===== src/rtl/pipe_skid_reg_if.sv =====
// Handshake bundle for pipe_skid_reg: upstream beat, downstream beat and occupancy.
// The flush signal exists only when PIPE_SKID_FLUSH_EN is defined.
interface pipe_skid_reg_if #(
    parameter int unsigned WIDTH = 32
);
    logic             in_valid;
    logic             in_ready;
    logic [WIDTH-1:0] in_data;
    logic             out_valid;
    logic             out_ready;
    logic [WIDTH-1:0] out_data;
    logic [1:0]       count;
`ifdef PIPE_SKID_FLUSH_EN
    logic             flush;
`endif

    // master: the surrounding logic; slave: the skid register itself
    modport master (
        output in_valid, in_data, out_ready,
`ifdef PIPE_SKID_FLUSH_EN
        output flush,
`endif
        input  in_ready, out_valid, out_data, count
    );

    modport slave (
        input  in_valid, in_data, out_ready,
`ifdef PIPE_SKID_FLUSH_EN
        input  flush,
`endif
        output in_ready, out_valid, out_data, count
    );
endinterface


===== src/rtl/pipe_skid_reg.sv =====
// Two-entry skid register: main register drives out_data, skid register absorbs one beat of backpressure.
// Define PIPE_SKID_FLUSH_EN to add a flush input that empties the block.
module pipe_skid_reg #(
    parameter int unsigned          WIDTH       = 32,
    parameter logic [WIDTH-1:0]     RESET_VALUE = '0
) (
    input  logic                    clk,
    input  logic                    reset,
    pipe_skid_reg_if.slave          bus
);
    typedef enum logic [1:0] {
        EMPTY = 2'd0,
        ONE   = 2'd1,
        FULL  = 2'd2
    } state_t;

    state_t           state;
    state_t           state_nxt;
    logic [WIDTH-1:0] main_q;
    logic [WIDTH-1:0] skid_q;
    logic             in_ready_q;
    logic             out_valid_q;
    logic [1:0]       count_q;

    logic             in_fire;
    logic             out_fire;
    logic             load_main_in;
    logic             load_main_skid;
    logic             load_skid;

    // Handshakes qualify only against registered ready/valid, so no input-to-output path exists.
    assign in_fire  = bus.in_valid  & in_ready_q;
    assign out_fire = bus.out_ready & out_valid_q;

    always_comb begin
        state_nxt      = state;
        load_main_in   = 1'b0;
        load_main_skid = 1'b0;
        load_skid      = 1'b0;
        case (state)
            EMPTY: begin
                if (in_fire) begin
                    load_main_in = 1'b1;
                    state_nxt    = ONE;
                end
            end
            ONE: begin
                if (in_fire && out_fire) begin
                    load_main_in = 1'b1;
                end else if (in_fire) begin
                    load_skid = 1'b1;
                    state_nxt = FULL;
                end else if (out_fire) begin
                    state_nxt = EMPTY;
                end
            end
            FULL: begin
                if (out_fire) begin
                    load_main_skid = 1'b1;
                    state_nxt      = ONE;
                end
            end
            default: state_nxt = EMPTY;
        endcase
`ifdef PIPE_SKID_FLUSH_EN
        // Flush wins over everything: the incoming beat is dropped and no register is rewritten.
        if (bus.flush) begin
            state_nxt      = EMPTY;
            load_main_in   = 1'b0;
            load_main_skid = 1'b0;
            load_skid      = 1'b0;
        end
`endif
    end

    always_ff @(posedge clk or negedge reset) begin
        if (!reset) begin
            state       <= EMPTY;
            main_q      <= RESET_VALUE;
            skid_q      <= RESET_VALUE;
            in_ready_q  <= 1'b1;
            out_valid_q <= 1'b0;
            count_q     <= 2'd0;
        end else begin
            state       <= state_nxt;
            in_ready_q  <= (state_nxt != FULL);
            out_valid_q <= (state_nxt != EMPTY);
            count_q     <= state_nxt;
            if (load_main_in) begin
                main_q <= bus.in_data;
            end else if (load_main_skid) begin
                main_q <= skid_q;
            end
            if (load_skid) begin
                skid_q <= bus.in_data;
            end
        end
    end

    assign bus.in_ready  = in_ready_q;
    assign bus.out_valid = out_valid_q;
    assign bus.out_data  = main_q;
    assign bus.count     = count_q;

    a_count_range: assert property (@(posedge clk) disable iff (!reset) count_q != 2'd3);

endmodule


===== src/flat_wrapper.sv =====
// flat-port wrapper written by rule: the top's interface ports become plain ports
module pipe_skid_reg_flat 
#(
    parameter int unsigned          WIDTH       = 32,
    parameter logic [WIDTH-1:0]     RESET_VALUE = '0
)
  (clk, reset, bus_in_valid, bus_in_data, bus_out_ready, bus_in_ready, bus_out_valid, bus_out_data, bus_count);
  pipe_skid_reg_if #(.WIDTH(WIDTH)) bus_i ();
  input  logic clk;
  input  logic reset;
  input wire logic [$bits(bus_i.in_valid)-1:0] bus_in_valid;
  input wire logic [$bits(bus_i.in_data)-1:0] bus_in_data;
  input wire logic [$bits(bus_i.out_ready)-1:0] bus_out_ready;
  output wire logic [$bits(bus_i.in_ready)-1:0] bus_in_ready;
  output wire logic [$bits(bus_i.out_valid)-1:0] bus_out_valid;
  output wire logic [$bits(bus_i.out_data)-1:0] bus_out_data;
  output wire logic [$bits(bus_i.count)-1:0] bus_count;
  assign bus_i.in_valid = bus_in_valid;
  assign bus_i.in_data = bus_in_data;
  assign bus_i.out_ready = bus_out_ready;
  assign bus_in_ready = bus_i.in_ready;
  assign bus_out_valid = bus_i.out_valid;
  assign bus_out_data = bus_i.out_data;
  assign bus_count = bus_i.count;
  pipe_skid_reg #(.WIDTH(WIDTH), .RESET_VALUE(RESET_VALUE)) u_core (.clk(clk), .reset(reset), .bus(bus_i));
endmodule

===== config.mk =====
export PLATFORM = sky130hd
export DESIGN_NAME = pipe_skid_reg_flat
export DESIGN_NICKNAME = d
export VERILOG_FILES = /design/src/rtl/pipe_skid_reg_if.sv /design/src/rtl/pipe_skid_reg.sv /design/src/flat_wrapper.sv
export SDC_FILE = /design/constraint.sdc
export NUM_CORES = 1
export LEC_CHECK = 0
export CAP_MARGIN = 0
export CELL_PAD_IN_SITES_DETAIL_PLACEMENT = 1
export CELL_PAD_IN_SITES_GLOBAL_PLACEMENT = 1
export CORE_MARGIN = 4
export CORE_UTILIZATION = 54
export DETAILED_ROUTE_END_ITERATION = 6
export DONT_BUFFER_PORTS = 1
export HOLD_SLACK_MARGIN = 0.15
export PLACE_DENSITY_LB_ADDON = 0.1
export SLEW_MARGIN = 30
export SYNTH_ARGS = -nofsm -noshare
export SYNTH_HDL_FRONTEND = slang
export SYNTH_SLANG_ARGS = --single-unit

===== constraint.sdc =====
create_clock -name clk -period 5.4 [get_ports clk]
set_clock_uncertainty 0.2 [all_clocks]
set_input_delay 0.27 -clock clk [delete_from_list [all_inputs] [get_ports clk]]
set_output_delay 0.27 -clock clk [all_outputs]
set_load 0.05 [all_outputs]

Yosys cells after proc, flatten, opt, wreduce, memory -nomap -nowiden
Cells that the tools add are included.
Storage, ports and cells
  register bits after elaboration: 68
  input bits: 36
  output and inout port bits: 36
Operators by class
  equal/unequal tests: 3
  muxes and demuxes: 15
  bitwise logic cells: 2
  reduce and logical (&&, ||, !) cells: 4
Operators with widths (number)
  two-way mux 32 bit: 2
  two-way mux 2 bit: 5
  two-way mux 1 bit: 6
  one-hot mux 2 bit (3 select lines): 1
  nonzero test 2 bit: 2
  AND 1 bit: 2
  == test 2 x 1 -> 1 bit, second input constant: 1
  == test 2 bit, second input constant: 1
  logical NOT 2 bit: 1
  != test 2 bit, second input constant: 1
  one-hot mux 1 bit (2 select lines): 1
  logical AND 1 bit: 1

Longest topological paths before layout
  word-level depth: 6
  depth in mapped cells: 4

Worst setup path before layout
No wires, ideal clock.
  path type: flip-flop to flip-flop
  start point: register u_core.state[0]
  end point: register u_core.skid_q[0]
  library setup time: 125 ps
  data arrival time: 1819 ps
  data required time: 5075 ps
  slack: 3256 ps
  cell stages (with the launch flop): 5
  buffers on the path: 1
  clock period less this slack: 2144 ps
  cell sequence: dfrtp_1 a21bo_2 nor3_4 buf_6 mux2_2
Between the ends
  word-level cells in the longest chain between the ends: 2
RTL lines
  start: declaration: RTL line pipe_skid_reg.sv:17  | state_t state;
  start signal: assignment: RTL line pipe_skid_reg.sv:85  | state <= state_nxt;
  == test 2 x 1 -> 1 bit: RTL line pipe_skid_reg.sv:40  | case (state)
  two-way mux 1 bit: RTL line pipe_skid_reg.sv:40
  end signal: assignment: RTL line pipe_skid_reg.sv:95  | skid_q <= bus.in_data;
  end: declaration: RTL line pipe_skid_reg.sv:20  | logic [WIDTH-1:0] skid_q;
No other way between the ends.
A chain may end at the register's enable or synchronous reset.

Worst setup path after layout
  start point: register u_core.state[1]
  end point: register u_core.main_q[9] (netlist: u_core.bus.out_data[9])
Between the ends
  word-level cells in the longest chain between the ends: 3
  elaborated cells between the ends (all ways): 7
  those cells by class: eq/ne: 2; mux: 3; reduce/logical: 2
RTL lines
  == test 2 x 1 -> 1 bit (tied with other cells): RTL line pipe_skid_reg.sv:40
  one-hot mux 1 bit (2 select lines) or two-way mux 1 bit (tied branches): RTL line pipe_skid_reg.sv:40
  two-way mux 32 bit or nonzero test 2 bit (tied branches)
  end signal: assignment: RTL line pipe_skid_reg.sv:90  | main_q <= bus.in_data;
  end signal: assignment: RTL line pipe_skid_reg.sv:92  | main_q <= skid_q;
  end: declaration: RTL line pipe_skid_reg.sv:19  | logic [WIDTH-1:0] main_q;
Several ways; a longest one is shown, not always the timed one.

==> metrics.txt <==
# TYPE chip_impl_metric gauge
chip_impl_metric{name="detail_route.wl_per_cell",unit="um"} 24.4
chip_impl_metric{name="asyncSetResetFlopFracSynth",unit="%"} 100
chip_impl_metric{name="floorplan.core_area",unit="um^2"} 4850
chip_impl_metric{name="critical_path.n_buffers_inverters",unit=""} 1
chip_impl_metric{name="antenna_left",unit=""} 0
chip_impl_metric{name="clk_pin_slew_worst_paths",unit="ns"} 0.07
chip_impl_info{name="cts.root.buffer_cell",value="sky130_fd_sc_hd__clkbuf_8"} 1
chip_impl_info{name="route.top_layer_used",value="met4"} 1
chip_impl_metric{name="timing.final.max_slew_violations",unit=""} 0
chip_impl_metric{name="detailed_place.area",unit="um^2"} 2820
chip_impl_info{name="unrepaired_setup_endpoints_after_global_routing",value="false"} 1
chip_impl_metric{name="finish.net_count",unit=""} 269
chip_impl_metric{name="clk-insertion-delay-late",unit="ns"} 0.34
chip_impl_metric{name="fillcell_total",unit=""} 434
chip_impl_metric{name="synth_nets",unit=""} 231
chip_impl_metric{name="yosys_warnings",unit=""} 0
chip_impl_metric{name="buffers_on_ports",unit=""} 0
chip_impl_metric{name="max_slew.worst_pin.slew",unit="ns"} 0.783
chip_impl_metric{name="top_achievable_clock_speed",unit="GHz"} 0.354
chip_impl_info{name="primary_flip_flop_cell_chosen_by_synthesis_mapping",value="sky130_fd_sc_hd__dfrtp_1"} 1
chip_impl_metric{name="report.final.hold_viol_count",unit=""} 0
chip_impl_metric{name="h-tree-depth",unit=""} 3
chip_impl_metric{name="design.die.area",unit="um^2"} 6370
chip_impl_metric{name="routed-wl-met3",unit="um"} 504
chip_impl_metric{name="gpl.final_weighted_congestion",unit=""} 0.710
chip_impl_metric{name="wirelength_met1",unit="um"} 2860
chip_impl_metric{name="total_clock_buffers_created_by_cts",unit=""} 9
chip_impl_metric{name="place_hpwl",unit="um"} 4120
chip_impl_metric{name="drtPass1Iterations",unit=""} 4
chip_impl_metric{name="antenna_found_initial",unit=""} 0
chip_impl_metric{name="worst_ir_drop_vdd",unit="uV"} 393
chip_impl_metric{name="critPathMaxStageDelay",unit="ns"} 0.80
chip_impl_metric{name="drt-total-wl",unit="um"} 7410
chip_impl_info{name="cts_tree",value="done"} 1
chip_impl_info{name="worstHoldPathType",value="in -> reg"} 1
chip_impl_metric{name="post_synth_inst_count",unit=""} 195
chip_impl_metric{name="fp.dieW",unit="um"} 79.8
chip_impl_metric{name="synth_edf_count",unit=""} 0
chip_impl_metric{name="cts_repair_resizes",unit=""} 0
chip_impl_metric{name="global_route.usage.total",unit="%"} 25.3
chip_impl_metric{name="fin_tns_setup",unit="ns"} 0
chip_impl_info{name="kind_of_cell_adding_the_most_delay_to_the_critical_path",value="flip-flops"} 1
chip_impl_metric{name="power.leakage",unit="nW"} 1.45
chip_impl_metric{name="drtIter0Drc",unit=""} 100
chip_impl_metric{name="avgSynthCellArea",unit="um^2"} 14.3
chip_impl_metric{name="drv_cap",unit=""} 0
chip_impl_metric{name="critical_path_at",unit="ns"} 2.85
chip_impl_info{name="end_kind",value="register"} 1
chip_impl_metric{name="floorplan.rows",unit=""} 25
chip_impl_metric{name="grt_first_pass_wirelength",unit="um"} 11700
chip_impl_info{name="library_cell_contributing_the_largest_single_delay_on_the_critical_path",value="sky130_fd_sc_hd__dfrtp_1"} 1
chip_impl_metric{name="pin_count",unit=""} 72
chip_impl_info{name="timing.critical_path.cells",value="and4b_2 > a31oi_2 > buf_4 > a221o_1"} 1
chip_impl_metric{name="slew_headroom",unit="%"} 47.7
chip_impl_info{name="outcome",value="complete, no violations"} 1
chip_impl_metric{name="cts-root-to-sink-buffers",unit=""} 2
chip_impl_metric{name="drc_violations",unit=""} 0
chip_impl_metric{name="preCtsSetupSlack",unit="ns"} 2.30
chip_impl_metric{name="worst_ep_required_time",unit="ns"} 5.42
chip_impl_metric{name="final_layout_size_suffix_gt1_share",unit="%"} 22.4
chip_impl_metric{name="antenna_cells_inserted",unit=""} 0
chip_impl_metric{name="grt_max_degree",unit=""} 69
chip_impl_metric{name="seq_area_frac_synth",unit="%"} 61.1
chip_impl_metric{name="setup_viol_count_final",unit=""} 0
chip_impl_metric{name="globalRoute.totalOverflow",unit=""} 0
chip_impl_metric{name="drt-vias-per-instance",unit=""} 6.03
chip_impl_metric{name="ys_ff_latch",unit=""} 68
chip_impl_metric{name="synthDistinctLibCells",unit=""} 22
chip_impl_metric{name="wl_met2",unit="um"} 3940
chip_impl_metric{name="initial_core_util",unit="%"} 57.5
chip_impl_metric{name="path_max_fanout",unit=""} 33
chip_impl_metric{name="post-route-min-period",unit="ns"} 2.83
chip_impl_metric{name="power.density",unit="nW/um^2"} 707
chip_impl_info{name="kind_of_critical_path",value="reg -> reg"} 1
chip_impl_info{name="crit_path_start_kind",value="register"} 1
chip_impl_metric{name="clkSinkCount",unit=""} 68
chip_impl_metric{name="fin_crit_sh",unit="%"} 52.3
chip_impl_metric{name="die_height",unit="um"} 79.8
chip_impl_metric{name="first_global_vias",unit=""} 2135
chip_impl_metric{name="layout.cell_area.non_filler",unit="um^2"} 3350
chip_impl_metric{name="route.vias.total",unit=""} 1832
chip_impl_metric{name="mapped_area",unit="um^2"} 2790
chip_impl_metric{name="postLayoutSetupSlackWorst",unit="ns"} 2.57
chip_impl_metric{name="flow.area_growth_from_synthesis",unit="%"} 20.3
==> layout make-up <==
type	instances	area (um^2)	area share, %
clock buffer	12	135	4.03
clock inverter	3	15.0	0.448
inverter	2	7.51	0.224
multi-input combinational	113	1010	30.1
sequential	68	1700	50.8
tap	67	83.8	2.50
timing repair buffer	39	400	11.9
==> layout by cell type, fill, tap and decap left out, drive strengths merged <==
cell	count
dlygate4sd3	35
mux2	32
a31oi	2
nand2	2
nor3	2
o21ai	3
inv	2
dfstp	1
a31o	1
a21boi	1
and3	1
dfrtp	67
and2	33
a21bo	1
and4b	1
clkinv	3
buf	4
nand3	2
a221o	32
clkbuf	12
==> worst reg2reg max path, cell delays in order, from the launching register on <==
cell and delay, ns:
sky130_fd_sc_hd__dfrtp_1 0.80, sky130_fd_sc_hd__and4b_2 0.76, sky130_fd_sc_hd__a31oi_2 0.28, sky130_fd_sc_hd__buf_4 0.34, sky130_fd_sc_hd__a221o_1 0.34
==> cell families (layout without fill, tap and decap cells) <==
| logic type | count (synthesis) | in the layout | share of synthesized area, % |
|---|---|---|---|
| mux | 32 | 32 | 12.9 |
| flops | 68 | 68 | 61.1 |
| simple gates | 41 | 41 | 9.39 |
| buf+inv | 14 | 56 | 2.92 |
| compound gates | 40 | 40 | 13.7 |
==> synthesized netlist by cell type, drive strengths merged, types with 2 or more instances <==
library cell	number	area share, %
and2	33	7.4
mux2	32	13
dfrtp	67	60
buf	8	2.1
nand2	2	0.27
nor3	2	0.76
o21ai	3	0.54
a221o	32	11
nand3	2	0.36
inv	2	0.27
clkbuf	4	0.54
a31oi	2	0.67
==> routing by layer <==
metal  global-route usage [%]  up-vias
met5                        0        -
met4                     8.11        0
met3                     9.26       13
met2                     45.1       64
met1                     28.0      949
li1                         -      806
==> sequential cells by signal (all words and copies together), names as in the netlist <==
register	count
u_core.skid_q	32
u_core.state	2
u_core.bus.out_data	32
u_core.bus.out_valid	1
u_core.bus.in_ready	1
==> power breakdown <==
part | total (mW) | leakage, nW | internal (mW) | switching, mW
Sequential | 1.42 | 0.822 | 0.762 | 0.654
Clock | 0.346 | 0.0800 | 0.162 | 0.184
Combinational | 0.610 | 0.548 | 0.331 | 0.278
==> what timing repair did <==
action | CTS | global route
hold endpoints to repair | 136 | 0
hold buffers | 36 | 0
setup buffers | 0 | 0
==> path summary, 6_finish.rpt <==
path                            slack [ns]              start                      to  cells past startpoint
worst max-delay path                  2.57    u_core.state[1]  u_core.bus.out_data[9]                      4
worst min-delay path                  0.16      bus_out_ready         u_core.state[0]                      3
worst max register to register        2.57    u_core.state[1]  u_core.bus.out_data[9]                      4
worst min register to register        0.28  u_core.skid_q[11]       u_core.skid_q[11]                      1
max in group asynchronous             4.41              reset     u_core.bus.in_ready                      2
min in group asynchronous             0.25              reset  u_core.bus.out_data[8]                      2
==> through the flow <==
step | hold WS [ns] | util (%) | instances | total power, mW
floorplan | -0.226 | - | 195 | 1.82
global placement | -0.224 | 58.2 | 253 | 1.90
detailed placement | -0.224 | 58.2 | 253 | 1.97
CTS | 0.156 | 69.1 | 304 | 2.35
global route | 0.183 | 69.2 | 304 | 2.49
finish | 0.161 | 69.2 | 304 | 2.37
Power figures use the tool's default switching activity.
